**config.mk**
```make
export PLATFORM = sky130hd
export DESIGN_NAME = quad_angle_tracker_flat
export DESIGN_NICKNAME = d
export VERILOG_FILES = /design/src/rtl/quad_pkg.sv /design/src/rtl/quad_angle_tracker_if.sv /design/src/rtl/quad_input_filter.sv /design/src/rtl/quad_angle_tracker.sv /design/src/flat_wrapper.sv
export SDC_FILE = /design/constraint.sdc
export NUM_CORES = 1
export LEC_CHECK = 0
export ABC_AREA = 1
export CAP_MARGIN = 20
export CORE_ASPECT_RATIO = 1.5
export CORE_MARGIN = 2
export CORE_UTILIZATION = 51
export CTS_CLUSTER_DIAMETER = 150
export DETAILED_ROUTE_END_ITERATION = 8
export PLACE_DENSITY = 0.83
export SETUP_SLACK_MARGIN = 0.4
export SKIP_CTS_REPAIR_TIMING = 1
export SLEW_MARGIN = 25
export SYNTH_ARGS = -nofsm -noshare
export SYNTH_HDL_FRONTEND = slang
export SYNTH_SLANG_ARGS = --single-unit
```
**constraint.sdc**
```tcl
create_clock -name clk -period 3.2 [get_ports clk]
set_input_delay 0.48 -clock clk [delete_from_list [all_inputs] [get_ports clk]]
set_output_delay 0.48 -clock clk [all_outputs]
set_load 0.1 [all_outputs]
```
**src/rtl/quad_pkg.sv**
```systemverilog
// Shared types and transition helpers for the quadrature angle tracker.
// State codes are {A,B}; clockwise order is 00 -> 10 -> 11 -> 01 -> 00.
package quad_pkg;

  typedef enum logic [1:0] {Q_NONE, Q_CW, Q_CCW, Q_ILLEGAL} qstep_t;

  function automatic logic [1:0] next_cw(input logic [1:0] s);
    logic [1:0] n;
    case (s)
      2'b00:   n = 2'b10;
      2'b10:   n = 2'b11;
      2'b11:   n = 2'b01;
      default: n = 2'b00;
    endcase
    return n;
  endfunction

  function automatic qstep_t classify(input logic [1:0] s_prev, input logic [1:0] s);
    logic [1:0] diff;
    qstep_t     k;
    diff = s_prev ^ s;
    if (diff == 2'b00)
      k = Q_NONE;
    else if (diff == 2'b11)
      k = Q_ILLEGAL;
    else if (next_cw(s_prev) == s)
      k = Q_CW;
    else
      k = Q_CCW;
    return k;
  endfunction

  // x2 counts edges of B only; x1 counts only the 10<->11 pair.
  function automatic bit counts(input logic [1:0] s_prev, input logic [1:0] s,
                                input int decode_x);
    qstep_t k;
    bit     c;
    k = classify(s_prev, s);
    if (k != Q_CW && k != Q_CCW)
      c = 1'b0;
    else if (decode_x == 4)
      c = 1'b1;
    else if (decode_x == 2)
      c = (s_prev[0] != s[0]);
    else
      c = ({s_prev, s} == 4'b1011) || ({s_prev, s} == 4'b1110);
    return c;
  endfunction

endpackage

```
**src/rtl/quad_angle_tracker_if.sv**
```systemverilog
// Hall inputs, control pulses and tracker outputs bundled as one bus.
interface quad_angle_tracker_if #(
  parameter int ANGLE_W  = 12,
  parameter int PERIOD_W = 20
);
  logic                hall_a;
  logic                hall_b;
  logic                enable;
  logic                zero_req;
  logic                err_clr;
  logic [ANGLE_W-1:0]  angle;
  logic                dir_cw;
  logic                step;
  logic [PERIOD_W-1:0] period;
  logic                moving;
  logic                err_illegal;

  modport master (
    output hall_a, hall_b, enable, zero_req, err_clr,
    input  angle, dir_cw, step, period, moving, err_illegal
  );

  modport slave (
    input  hall_a, hall_b, enable, zero_req, err_clr,
    output angle, dir_cw, step, period, moving, err_illegal
  );
endinterface

```
**src/rtl/quad_input_filter.sv**
```systemverilog
// Two-flop synchroniser followed by a FILTER_LEN-sample stability filter.
// o_valid rises once the pipeline has seen enough samples to trust o_level.
module quad_input_filter #(
  parameter int FILTER_LEN = 4
) (
  input  logic clk,
  input  logic n_reset,
  input  logic i_pin,
  output logic o_level,
  output logic o_valid
);

  localparam int CNT_W  = $clog2(FILTER_LEN + 1);
  localparam int WARM   = FILTER_LEN + 2;
  localparam int WARM_W = $clog2(WARM + 1);
  localparam logic [CNT_W-1:0]  CNT_LAST  = CNT_W'(FILTER_LEN - 1);
  localparam logic [WARM_W-1:0] WARM_LAST = WARM_W'(WARM - 1);

  logic [1:0]        r_sync;
  logic              r_level;
  logic [CNT_W-1:0]  r_cnt;
  logic [WARM_W-1:0] r_warm;
  logic              r_valid;

  // A differing sample run must last FILTER_LEN samples before the level flips.
  always_ff @(posedge clk or negedge n_reset) begin
    if (!n_reset) begin
      r_sync  <= 2'b00;
      r_level <= 1'b0;
      r_cnt   <= '0;
    end else begin
      r_sync <= {r_sync[0], i_pin};
      if (r_sync[1] != r_level) begin
        if (r_cnt == CNT_LAST) begin
          r_level <= r_sync[1];
          r_cnt   <= '0;
        end else begin
          r_cnt <= r_cnt + 1'b1;
        end
      end else begin
        r_cnt <= '0;
      end
    end
  end

  always_ff @(posedge clk or negedge n_reset) begin
    if (!n_reset) begin
      r_warm  <= '0;
      r_valid <= 1'b0;
    end else if (!r_valid) begin
      if (r_warm == WARM_LAST)
        r_valid <= 1'b1;
      else
        r_warm <= r_warm + 1'b1;
    end
  end

  assign o_level = r_level;
  assign o_valid = r_valid;

endmodule

```
**src/rtl/quad_angle_tracker.sv**
```systemverilog
// Quadrature hall-pair decoder: wrapping shaft angle, step period, illegal-jump flag.
// Direction comes purely from the filtered {A,B} sequence.
module quad_angle_tracker
  import quad_pkg::*;
#(
  parameter int ANGLE_W        = 12,
  parameter int COUNTS_PER_REV = 1008,
  parameter int DECODE_X       = 4,
  parameter int FILTER_LEN     = 4,
  parameter int PERIOD_W       = 20
) (
  input logic                 clk,
  input logic                 n_reset,
  quad_angle_tracker_if.slave bus
);

  localparam logic [ANGLE_W-1:0]  ANGLE_MAX  = ANGLE_W'(COUNTS_PER_REV - 1);
  localparam logic [PERIOD_W-1:0] PERIOD_SAT = '1;

  logic w_a, w_b, w_valid_a, w_valid_b;
  logic [1:0] w_s;
  qstep_t     w_kind;
  logic       w_counted;

  logic [1:0]          r_s_prev;
  logic                r_primed;
  logic [ANGLE_W-1:0]  r_angle;
  logic                r_dir_cw;
  logic                r_step;
  logic [PERIOD_W-1:0] r_live;
  logic [PERIOD_W-1:0] r_period;
  logic                r_moving;
  logic                r_err;

  quad_input_filter #(.FILTER_LEN(FILTER_LEN)) u_filt_a (
    .clk(clk), .n_reset(n_reset), .i_pin(bus.hall_a), .o_level(w_a), .o_valid(w_valid_a)
  );

  quad_input_filter #(.FILTER_LEN(FILTER_LEN)) u_filt_b (
    .clk(clk), .n_reset(n_reset), .i_pin(bus.hall_b), .o_level(w_b), .o_valid(w_valid_b)
  );

  always_comb begin
    w_s       = {w_a, w_b};
    w_kind    = classify(r_s_prev, w_s);
    w_counted = r_primed && counts(r_s_prev, w_s, DECODE_X);
  end

  // The first trusted sample only seeds s_prev, so power-up never counts.
  always_ff @(posedge clk or negedge n_reset) begin
    if (!n_reset) begin
      r_primed <= 1'b0;
      r_s_prev <= 2'b00;
      r_dir_cw <= 1'b0;
      r_step   <= 1'b0;
      r_err    <= 1'b0;
    end else begin
      r_step <= w_counted;
      if (!r_primed) begin
        if (w_valid_a && w_valid_b) begin
          r_primed <= 1'b1;
          r_s_prev <= w_s;
        end
      end else if (w_kind != Q_NONE) begin
        r_s_prev <= w_s;
        if (w_kind == Q_CW)
          r_dir_cw <= 1'b1;
        else if (w_kind == Q_CCW)
          r_dir_cw <= 1'b0;
      end
      if (r_primed && w_kind == Q_ILLEGAL)
        r_err <= 1'b1;
      else if (bus.err_clr)
        r_err <= 1'b0;
    end
  end

  always_ff @(posedge clk or negedge n_reset) begin
    if (!n_reset) begin
      r_angle <= '0;
    end else if (bus.zero_req) begin
      r_angle <= '0;
    end else if (w_counted && bus.enable) begin
      if (w_kind == Q_CW)
        r_angle <= (r_angle == ANGLE_MAX) ? '0 : r_angle + 1'b1;
      else
        r_angle <= (r_angle == '0) ? ANGLE_MAX : r_angle - 1'b1;
    end
  end

  // Saturation is detected on the increment, so moving drops as live hits all-ones.
  always_ff @(posedge clk or negedge n_reset) begin
    if (!n_reset) begin
      r_live   <= '0;
      r_period <= PERIOD_SAT;
      r_moving <= 1'b0;
    end else if (w_counted) begin
      r_period <= (r_live == PERIOD_SAT) ? PERIOD_SAT : r_live + 1'b1;
      r_live   <= '0;
      r_moving <= 1'b1;
    end else if (r_live != PERIOD_SAT) begin
      r_live <= r_live + 1'b1;
      if (r_live == PERIOD_SAT - 1'b1) begin
        r_moving <= 1'b0;
        r_period <= PERIOD_SAT;
      end
    end
  end

  assign bus.angle       = r_angle;
  assign bus.dir_cw      = r_dir_cw;
  assign bus.step        = r_step;
  assign bus.period      = r_period;
  assign bus.moving      = r_moving;
  assign bus.err_illegal = r_err;

endmodule
```
**src/flat_wrapper.sv**
```systemverilog
// flat-port wrapper written by rule: the top's interface ports become plain ports
module quad_angle_tracker_flat import quad_pkg::*;
#(
  parameter int ANGLE_W        = 12,
  parameter int COUNTS_PER_REV = 1008,
  parameter int DECODE_X       = 4,
  parameter int FILTER_LEN     = 4,
  parameter int PERIOD_W       = 20
)
  (clk, n_reset, bus_hall_a, bus_hall_b, bus_enable, bus_zero_req, bus_err_clr, bus_angle, bus_dir_cw, bus_step, bus_period, bus_moving, bus_err_illegal);
  quad_angle_tracker_if #(.ANGLE_W(ANGLE_W), .PERIOD_W(PERIOD_W)) bus_i ();
  input logic clk;
  input logic n_reset;
  input wire logic [$bits(bus_i.hall_a)-1:0] bus_hall_a;
  input wire logic [$bits(bus_i.hall_b)-1:0] bus_hall_b;
  input wire logic [$bits(bus_i.enable)-1:0] bus_enable;
  input wire logic [$bits(bus_i.zero_req)-1:0] bus_zero_req;
  input wire logic [$bits(bus_i.err_clr)-1:0] bus_err_clr;
  output wire logic [$bits(bus_i.angle)-1:0] bus_angle;
  output wire logic [$bits(bus_i.dir_cw)-1:0] bus_dir_cw;
  output wire logic [$bits(bus_i.step)-1:0] bus_step;
  output wire logic [$bits(bus_i.period)-1:0] bus_period;
  output wire logic [$bits(bus_i.moving)-1:0] bus_moving;
  output wire logic [$bits(bus_i.err_illegal)-1:0] bus_err_illegal;
  assign bus_i.hall_a = bus_hall_a;
  assign bus_i.hall_b = bus_hall_b;
  assign bus_i.enable = bus_enable;
  assign bus_i.zero_req = bus_zero_req;
  assign bus_i.err_clr = bus_err_clr;
  assign bus_angle = bus_i.angle;
  assign bus_dir_cw = bus_i.dir_cw;
  assign bus_step = bus_i.step;
  assign bus_period = bus_i.period;
  assign bus_moving = bus_i.moving;
  assign bus_err_illegal = bus_i.err_illegal;
  quad_angle_tracker #(.ANGLE_W(ANGLE_W), .COUNTS_PER_REV(COUNTS_PER_REV), .DECODE_X(DECODE_X), .FILTER_LEN(FILTER_LEN), .PERIOD_W(PERIOD_W)) u_core (.clk(clk), .n_reset(n_reset), .bus(bus_i));
endmodule
```
-- Word-level counts from Yosys, hierarchy flattened
Index checks and enable logic that the tools add are counted.
- register bits: 79
- latch bits: 0
- RAM bits: 0
- bits in read-only memories: 0
- bits of input ports: 7
- output and inout bits: 36
- logic and storage cells: 111
- memories kept: 0
- add/sub/neg operators: 7
- multiply operators: 0
- div/mod/pow operators: 0
- order comparisons: 0
- equal/unequal tests: 20
- shifts and indexed selects: 0
- mux-type cells: 38
- bitwise gates (word level): 5
- reductions and logical operators: 22
- operators by type and width (operator ; number):
    2-to-1 mux 20 bit ; 6
    2-to-1 mux 12 bit ; 5
    == test 20 bit, second input constant ; 2
    adder 20 x 1 -> 20 bit, second input constant ; 1
    inequality test 20 bit, second input constant ; 1
    2-to-1 mux 2 bit ; 8
    2-to-1 mux 1 bit ; 14
    nonzero test 2 bit ; 7
    adder 12 x 1 -> 12 bit, second input constant ; 1
    adder 3 x 1 -> 3 bit, second input constant ; 4
    == test 12 x 10 -> 1 bit, second input constant ; 1
    zero test 12 bit ; 1
    2-to-1 mux 3 bit ; 4
    AND reduction 2 bit ; 6
    subtractor 12 x 1 -> 12 bit, second input constant ; 1
    == test 2 bit, second input constant ; 5
    == test 3 x 2 -> 1 bit, second input constant ; 2
    == test 3 bit, second input constant ; 2
    case mux 2 bit (3 select lines) ; 1
    logical AND 1 bit ; 5
    zero test 2 bit ; 2
    inequality test 2 bit, second input constant ; 2
    inverter 1 bit ; 4
    AND reduction 3 bit ; 1
    5 further kinds ; 6

-- Depth between registers and ports, before layout
- depth after elaboration: 15
- gate-level depth with buffers: 13
- mapped depth without buffers: 13

-- Modules after synthesis
A second synthesis with hierarchy kept.
- cells, all modules: 578
- area total of the unflattened synthesis: 4511.8 sq um
- modules (own cells, without submodules) (module ; times used ; cells each ; area each (sq um) ; sequential area each (sq um)):
    quad_angle_tracker ; 1 ; 488 ; 3668.5 ; 1501.4
    quad_input_filter ; 2 ; 45 ; 421.7 ; 250.2

-- Worst setup path after synthesis
Ideal clock, no wire load.
- path kind: reg2reg
- start point: reg u_core.r_angle[7] (netlist: u_core.bus.angle[7])
- end point: reg u_core.r_angle[11] (netlist: u_core.bus.angle[11])
- setup time: 120 ps
- arrival: 2000 ps
- required time: 3080 ps
- path slack: 1080 ps
- stages on the path, launching flop included: 11
- buffers on the path: 1
- clock period less this slack: 2120 ps
- cells stage by stage: dfrtp_1 buf_2 nand2_1 nor2_1 nand2_1 nor2_1 nand2_1 nand2_1 nand2_1 nand3_1 nand2_1
- cells in the longest elaborated chain, start to end: 5
- elaborated cells between the ends (all ways): 9
- those cells by class: 2 x add/sub; 1 x eq/ne; 5 x mux; 1 x reduce/logical
- ends and longest elaborated chain (what ; RTL line ; RTL):
    from (decl) ; quad_angle_tracker.sv:27 ; logic [ANGLE_W-1:0] r_angle;
    from (signal assigned) ; quad_angle_tracker.sv:85 ; r_angle <= (r_angle == ANGLE_MAX) ? '0 : r_angle + 1'b1;
    from (signal assigned) ; quad_angle_tracker.sv:87 ; r_angle <= (r_angle == '0) ? ANGLE_MAX : r_angle - 1'b1;
    subtractor 12 x 1 -> 12 bit (tied with other cells) ; quad_angle_tracker.sv:87 ;
    2-to-1 mux 12 bit (on tied branches) ; quad_angle_tracker.sv:87, quad_angle_tracker.sv:85 ;
    2-to-1 mux 12 bit * ; quad_angle_tracker.sv:84 ; if (w_kind == Q_CW)
    2-to-1 mux 12 bit * ; quad_angle_tracker.sv:83 ; end else if (w_counted && bus.enable) begin
    2-to-1 mux 12 bit * ; quad_angle_tracker.sv:81 ; end else if (bus.zero_req) begin
Mark *: on every way between the ends. The rest lies on a longest branch, timed or not. The select of a mux whose other input is x is not followed.
A chain may end at the register's enable or synchronous reset.

-- Worst setup path in the final report
- start point: reg u_core.r_step (netlist: u_core.bus.step)
- end point: out bus_step
- RTL lines (what ; RTL line ; RTL):
    from (decl) ; quad_angle_tracker.sv:29 ; logic r_step;
    from (signal assigned) ; quad_angle_tracker.sv:58 ; r_step <= w_counted;
    to (decl) ; flat_wrapper.sv:21 ; output wire logic [$bits(bus_i.step)-1:0] bus_step;
No word-level cell between the ends.

==> flow_summary.toml <==
[run_status]
status = "finished clean"

[routing]
ant_nets = 0
wl_per_cell_um = 14.1
first_iter_violations = 207
dr.pass1.iters = 5
routed-via-count = 3668
route.detailed.drc = 0
via_per_inst = 5.30
routed_wl_mm = 9.75

[logic_synthesis]
synth_edf_count = 0
syn_inst = 539
async_flop_share_pct = 100
synth_area_per_cell_um2 = 8.18
seq_area_frac_synth_pct = 45.4
synthFlopType = "dfrtp_1"
synthesis.nets = 560
synth_seq_cells = 79
syn-cell-area_mm2 = 0.00441
ys.warnings.count = 0
synth_top_cell_area_share_pct = 33.5
synth_area_leaders = "dfrtp_1, dfstp_2, nand2_1"
synth_cell_type_count = 34
yosys.area.top_type = "dfrtp_1"

[setup_path]
crit_type = "reg -> out"
cp.arrival_ns = 1.78
cp_cell_sequence = "clkdlybuf4s50_1"
crit_path_start_kind = "flop"
cp_num_buf_inv = 1
cp-end-kind = "primary output"
path_delay_family = "buffers and inverters"
worst_path_max_delay_cell = "clkdlybuf4s50_1"
worst_path_largest_cell_delay_ns = 1.12
cp.required_ns = 2.72
cp_max_fo = 1

[cells_and_area]
n_fill_cell = 757
diodes = 0
final_nets = 601
multi_input_area_mm2 = 0.00210
mostFrequentLayoutCells = "nand2_1, dfrtp_1, nor2_1"
synthToLayoutAreaGrowth_pct = 16.1
drive_gt1_share_pct = 17.1
seq_area_mm2 = 0.00200
final_common_cell = "nand2_1"

[placement]
globalplace.congestion = 0.979
portBuffers = 42
dp.final_hpwl_mm = 7.14

[timing]
hold_violations = 0
tightest_slew_ns = 0.957
period_needed_ns = 2.26
finClkSkew_ns = 0.00982
drv_slew = 0
setup_viol = 0
fin_tns_setup_ns = 0
slew_headroom_pct = 36.0
fin_crit_sh_pct = 70.5
fmaxAchievable_mhz = 443
rsz0062_at_grt = "false"

[global_routing]
grt_max_degree = 80
grt_overflow = 0
grt_pass1_wl_mm = 16.4
grt_use_total_pct = 22.2
antenna_found_initial = 0
first_global_vias = 3622

[die]
coreArea_mm2 = 0.00841
io_pins = 43
die_h_um = 118
die_area_mm2 = 0.00942
fp-row-count = 41
initial_core_util_pct = 52.4
fp.dieW_um = 79.9

[job]
cap_violations = 0

[hold_path]
hp-class = "in -> async"

[clock_tree]
cts_tree = "yes"
clock-sinks = 79
htreeDepth = 3
worstSkewPairLatency_ns = 0.35
clk_pin_slew_ns = 0.06
clock-root-buffer = "clkbuf_16"
clk_path_buf_depth = 2
cts_made_buffers = 9
==> stage by stage <==
stage / hold slack (ns) / instances / utilization, % / worst slack [ns] / cell area (um^2)
6_report: 0.160 / 692 / 60.9 / 0.943 / 5120
3_3_place_gp: 0.332 / 676 / 57.1 / 1.25 / 4810
3_5_place_dp: 0.337 / 676 / 57.1 / 1.16 / 4810
5_1_grt: 0.230 / 692 / 60.9 / 0.906 / 5120
2_1_floorplan: 0.184 / 539 / - / 1.08 / 4410
4_1_cts: 0.326 / 692 / 60.8 / 0.937 / 5120
==> registers in the layout (all words and copies together), names as in the netlist, 2 cells and up <==
register and count:
u_core.u_filt_a.r_warm 3, u_core.u_filt_a.r_cnt 3, u_core.r_s_prev 2, u_core.u_filt_b.r_cnt 3, u_core.bus.period 20, u_core.u_filt_b.r_sync 2, u_core.u_filt_b.r_warm 3, u_core.r_live 20
u_core.bus.angle 12, u_core.u_filt_a.r_sync 2
==> layer usage <==
| metal | vias to the layer above | wire [um] | track usage, % |
|---|---|---|---|
| li1 | 1800 | - | - |
| met1 | 1754 | 3870 | 25.2 |
| met2 | 86 | 5180 | 38.5 |
| met3 | 28 | 348 | 5.06 |
| met4 | 0 | 349 | 10.1 |
| met5 | - | 0 | 0 |
==> cell families (layout without fill, tap and decap cells) <==
| family | count (synthesis) | after routing | share of synthesized area, % |
|---|---|---|---|
| AND/OR/NAND/NOR | 286 | 286 | 30.6 |
| AO/OA/AOI/OAI | 57 | 57 | 7.04 |
| flip-flops | 79 | 79 | 45.4 |
| multiplexers | 2 | 2 | 0.511 |
| adder cells (fa/ha/maj) | 14 | 14 | 3.97 |
| buffers and inverters | 73 | 119 | 6.92 |
| XOR/XNOR | 28 | 28 | 5.56 |
==> Yosys cell counts, types with 7 or more instances <==
master / n
nor3_1: 7
o21ai_0: 33
nor2_1: 57
xor2_1: 11
nand2_1: 133
o21a_1: 7
ha_1: 14
nand3_1: 52
dfrtp_1: 59
dfstp_2: 20
nand3b_1: 9
inv_1: 55
xnor2_1: 17
a21oi_1: 10
==> final timing paths <==
check                                               start                   endpoint  slack, ns  cells past startpoint
worst max-delay path                      u_core.bus.step                   bus_step       0.94                      1
worst min-delay path                              n_reset          u_core.r_live[17]       0.16                      1
worst max register to register    u_core.u_filt_b.o_level        u_core.bus.angle[5]       1.13                     11
worst min register to register  u_core.u_filt_b.r_sync[0]  u_core.u_filt_b.r_sync[1]       0.35                      0
max in group asynchronous                         n_reset           u_core.r_live[4]       2.57                      1
min in group clk                u_core.u_filt_b.r_sync[0]  u_core.u_filt_b.r_sync[1]       0.35                      0
==> area by class of cell <==
class                           instances  share of cell area, %
Clock buffer                           14                   5.35
Clock inverter                          2                  0.733
Inverter                               59                   4.32
Multi-Input combinational cell        387                   41.1
Sequential cell                        79                   39.1
Tap cell                              107                   2.61
Timing Repair Buffer                   44                   6.82
Power is left out: the tool's default activity adds up to more than one toggle a clock period on the data nets, which glitch-free logic cannot reach.
